File: src/rtl/sector_buf_arbiter.sv
// Burst-granular round-robin arbiter for the 512-byte sector buffer port.
// Requester 0 is the SD controller and requester 1 is the host disk controller.
module sector_buf_arbiter #(
    parameter int unsigned ADDR_W = 9
) (
    input  logic              clk,
    input  logic              rstn,
    input  logic              req0,
    input  logic              req1,
    output logic              gnt0,
    output logic              gnt1,
    input  logic              stb0,
    input  logic              stb1,
    input  logic              we0,
    input  logic              we1,
    input  logic [7:0]        wdata0,
    input  logic [7:0]        wdata1,
    output logic [7:0]        rdata,
    output logic              rvalid0,
    output logic              rvalid1,
    output logic              done0,
    output logic              done1,
    output logic [ADDR_W:0]   cnt,
    output logic [ADDR_W-1:0] ram_addr,
    output logic [7:0]        ram_din,
    output logic              ram_we,
    input  logic [7:0]        ram_dout
);

    localparam logic [ADDR_W-1:0] AddrMax = '1;

    typedef enum logic [1:0] {StIdle, StOwn0, StOwn1, StGap} state_e;

    state_e            state_q, state_d;
    logic [ADDR_W-1:0] addr_q;
    logic [ADDR_W:0]   cnt_q;
    logic              full_q;
    logic              last_q;
    logic              rvalid0_q, rvalid1_q;
    logic              done0_q, done1_q;

    logic acc0, acc1, acc, wrap, start;

    always_ff @(posedge clk or negedge rstn) begin
        if (!rstn) begin
            state_q <= StIdle;
        end else begin
            state_q <= state_d;
        end
    end

    // On a tie the requester that did not own the previous burst wins.
    always_comb begin
        state_d = state_q;
        case (state_q)
            StIdle: begin
                if (req0 && req1) begin
                    state_d = last_q ? StOwn0 : StOwn1;
                end else if (req0) begin
                    state_d = StOwn0;
                end else if (req1) begin
                    state_d = StOwn1;
                end
            end
            StOwn0:  if (!req0) state_d = StGap;
            StOwn1:  if (!req1) state_d = StGap;
            StGap:   state_d = StIdle;
            default: state_d = StIdle;
        endcase
    end

    always_comb begin
        gnt0 = 1'b0;
        gnt1 = 1'b0;
        case (state_q)
            StOwn0:  gnt0 = 1'b1;
            StOwn1:  gnt1 = 1'b1;
            default: ;
        endcase
    end

    assign acc0  = gnt0 & stb0 & ~full_q;
    assign acc1  = gnt1 & stb1 & ~full_q;
    assign acc   = acc0 | acc1;
    assign wrap  = acc && (addr_q == AddrMax);
    assign start = (state_q == StIdle) && (state_d != StIdle);

    always_ff @(posedge clk or negedge rstn) begin
        if (!rstn) begin
            addr_q    <= '0;
            cnt_q     <= '0;
            full_q    <= 1'b0;
            last_q    <= 1'b1;
            rvalid0_q <= 1'b0;
            rvalid1_q <= 1'b0;
            done0_q   <= 1'b0;
            done1_q   <= 1'b0;
        end else begin
            rvalid0_q <= acc0 & ~we0;
            rvalid1_q <= acc1 & ~we1;
            done0_q   <= acc0 & wrap;
            done1_q   <= acc1 & wrap;
            if (start) begin
                addr_q <= '0;
                cnt_q  <= '0;
                full_q <= 1'b0;
                last_q <= (state_d == StOwn1);
            end else if (acc) begin
                addr_q <= addr_q + 1'b1;
                cnt_q  <= cnt_q + 1'b1;
                // Once the whole sector has moved, further strobes are dropped.
                if (wrap) begin
                    full_q <= 1'b1;
                end
            end
        end
    end

    assign ram_addr = addr_q;
    assign ram_we   = (acc0 & we0) | (acc1 & we1);
    assign ram_din  = gnt0 ? wdata0 : (gnt1 ? wdata1 : 8'h00);
    assign rdata    = ram_dout;
    assign rvalid0  = rvalid0_q;
    assign rvalid1  = rvalid1_q;
    assign done0    = done0_q;
    assign done1    = done1_q;
    assign cnt      = cnt_q;

endmodule

File: config.mk
export PLATFORM = sky130hd
export DESIGN_NAME = sector_buf_arbiter
export DESIGN_NICKNAME = d
export VERILOG_FILES = /design/src/rtl/sector_buf_arbiter.sv
export SDC_FILE = /design/constraint.sdc
export NUM_CORES = 1
export LEC_CHECK = 0
export CAP_MARGIN = 20
export CELL_PAD_IN_SITES_DETAIL_PLACEMENT = 0
export CELL_PAD_IN_SITES_GLOBAL_PLACEMENT = 1
export CORE_UTILIZATION = 26
export CTS_CLUSTER_DIAMETER = 80
export DETAILED_ROUTE_END_ITERATION = 16
export GPL_TIMING_DRIVEN = 0
export PLACE_DENSITY_LB_ADDON = 0.1
export SYNTH_ARGS = -nofsm -noshare
export SYNTH_HDL_FRONTEND = slang
export SYNTH_SLANG_ARGS = --single-unit
File: constraint.sdc
create_clock -name clk -period 1.5 [get_ports clk]
set_input_delay 0.3 -clock clk [delete_from_list [all_inputs] [get_ports clk]]
set_output_delay 0.3 -clock clk [all_outputs]
set_load 0.02 [all_outputs]
==> flow_summary_export.csv <==
group,metric,value,unit
outcome,outcome,"finished, violations left",
outcome,violations,"setup timing",
cts,clkSinkCount,27,
cts,clockBufferDepth,2,
placed_design,hpwlAfterDp,3210,µm
synthesis,ys_seq_elements,27,
sta,fin_crit_sh,1.15,
final_layout,fin_nets,273,
placed_design,place_area,2210,µm²
power_and_ir_drop,p_per_area,1420,nW/µm²
sta,hold_viol_final,0,
synthesis,syn_area,1440,µm²
cts,ctsHoldBuffers,0,
synthesis,syn_area_per_cell,9.85,µm²
placed_design,portBuffers,65,
sta,fmax,0.579,GHz
worst_hold_path,hold_class,"primary input to asynchronous set/reset pin",
cts,cts_tree,"built",
setup_path,critical_path_arrival,1430,ps
cts,htree_levels,1,
detailed_routing,drtPass1Iterations,4,
die,die_height,76.4,µm
synthesis,synth_edf_count,0,
die,io_pins,74,
setup_path,path_max_fanout,5,
detailed_routing,avgViaCountPerCell,4.72,
setup_path,critPathLaunchType,"flip-flop",
grt,grt_pass1_vias,1449,
die,start_util,0.276,
die,core,5200,µm²
sta,slew_headroom,0.558,
placed_design,dp.cells,282,
synthesis,synth_cell_types,40,
grt,antenna_found_initial,0,
setup_path,criticalPathCategory,"flip-flop to output port",
final_layout,final_cell_mix,"clkdlybuf4s50_1, buf_4, dfrtp_1",
cts,numCtsBuffers,3,
sta,layout_min_cycle_time,1730,ps
sta,clock_skew,3.66,ps
sta,rsz0062_at_grt,"true",
synthesis,synth-async-reset-ratio,1.00,
power_and_ir_drop,peakVddDrop,0.834,mV
grt,grt_pass1_wl,7160,µm
final_layout,drive_gt1_frac,0.333,
grt,grt_use_total,0.156,
sta,worst_slack,-226,ps
die,die_w,76.4,µm
die,rows,26,
cts,clkLatencyLatePin,270,ps
cts,clockRootBuffer,"clkbuf_8",
detailed_routing,drt_iter0_drc,40,
power_and_ir_drop,power_leakage,0.00124,µW
grt,grt_max_degree,17,
synthesis,ys.flop_type,"dfrtp_1",
sta,setup_violations,19,
synthesis,yosysWarningCount,0,
die,die_area,5830,µm²
detailed_routing,wl,4580,µm
synthesis,synth_cells,146,
synthesis,synth_nets,181,
run,cap_violations,0,
synthesis,seq_area_frac_synth,0.471,
setup_path,crit_path_end_kind,"output port",
final_layout,n_antenna_cell,0,
sta,finalMaxSlewViolations,0,
grt,grt_remaining_overflow,0,
placed_design,place_congestion,0.848,
detailed_routing,antenna_left,0,
setup_path,worstPathRequired,1200,ps
final_layout,final_cell_area,2650,µm²
final_layout,fin_cells,307,
sta,tightest_slew,661,ps
detailed_routing,routedWlPerCell,14.9,µm
final_layout,final_common_cell,"clkdlybuf4s50_1",
final_layout,syn2layout_area_growth,84.2,%
detailed_routing,drc,0,
detailed_routing,num_vias,1449,
cts,clk_pin_slew,100,ps
## critical path, stage by stage (launching register included)
cell,delay [ps]
dfrtp_2,460
buf_4,170
and4bb_4,210
a22o_1,190
buf_6,130
## cell usage after synthesis, types with 3 or more instances
library cell   n  area, µm²
mux2i_1        3       30.0
ha_1           3       37.5
buf_4          8       60.1
xor2_1         3       26.3
nor2_1        15       56.3
dfrtp_1       26        651
a21oi_1        8       40.0
o21ai_0        4       20.0
nand2_1       15       56.3
nand3_1        4       20.0
o211ai_1       3       22.5
xnor2_1        5       43.8
a22o_1         9       78.8
## final cells by class
cell class	count	area (µm²)
Timing Repair Buffer	87	853
Buffer	12	101
Multi-Input combinational cell	105	872
Fill cell	487	2560
Inverter	2	7.51
Clock buffer	3	41.3
Sequential cell	27	679
Tap cell	70	87.6
Clock inverter	1	5.00
## per-layer routing
metal,GRT usage,vias up,share of wire
met2,0.281,57,0.50
met4,0.0288,0,0.0037
met3,0.0311,2,0.052
li1,-,704,-
met1,0.194,686,0.45
met5,0,-,0
## where the power goes
part           internal (µW)  leakage (µW)  switching [µW]
combinational           1210      0.000858            1160
sequential               857      0.000361             132
clock                    186     0.0000255             231
total                   2250       0.00124            1520
## registers in the layout (all words and copies together) (netlist names)
| register | flops |
|---|---|
| cnt | 10 |
| ram_addr | 9 |
| state_q | 2 |
| done0 | 1 |
| done1 | 1 |
| full_q | 1 |
| last_q | 1 |
| rvalid0 | 1 |
| rvalid1 | 1 |
## what timing repair did
item	in CTS	in global routing
gates resized for setup	114	33
endpoints found under the setup margin	54	33
pin swaps	12	17
endpoints found under the hold margin	0	0
buffers inserted	8	12
gates cloned	2	0
## stage by stage
step           setup slack [ps]  utilization  setup TNS, ps  power [µW]  hold slack, ps
2_1_floorplan             -3.51            -          -3.51        1910            4.41
3_3_place_gp               -824        0.419         -19450        2610             467
3_5_place_dp               -887        0.424         -12130        2650             485
4_1_cts                    -231        0.463          -3220        3440             433
5_1_grt                    -282        0.509          -4370        4000             447
6_report                   -226        0.509          -2940        3770             424
## worst paths after layout
path                            start      to  slack [ps]  cells past startpoint
max in group asynchronous        rstn  last_q         480                      2
min in group clk               cnt[9]  cnt[9]         500                      1
hold reg to reg                cnt[9]  cnt[9]         500                      1
setup reg to reg           state_q[0]  cnt[7]        -190                      6
setup / recovery           state_q[1]  ram_we        -230                      4
hold / removal                   rstn  cnt[1]         420                      1
## cell families (layout without fill, tap and decap cells)
kind of cell    count (synthesis)  after routing  synth area share
compound gates                 37             37             0.183
xor+xnor                        8              8            0.0487
fa+ha+maj                       3              3            0.0261
buf+inv                        15            105            0.0618
flops                          27             27             0.471
mux                             3              3            0.0209
simple gates                   53             54             0.189
Note: power is estimated with default switching activity, not from simulation.
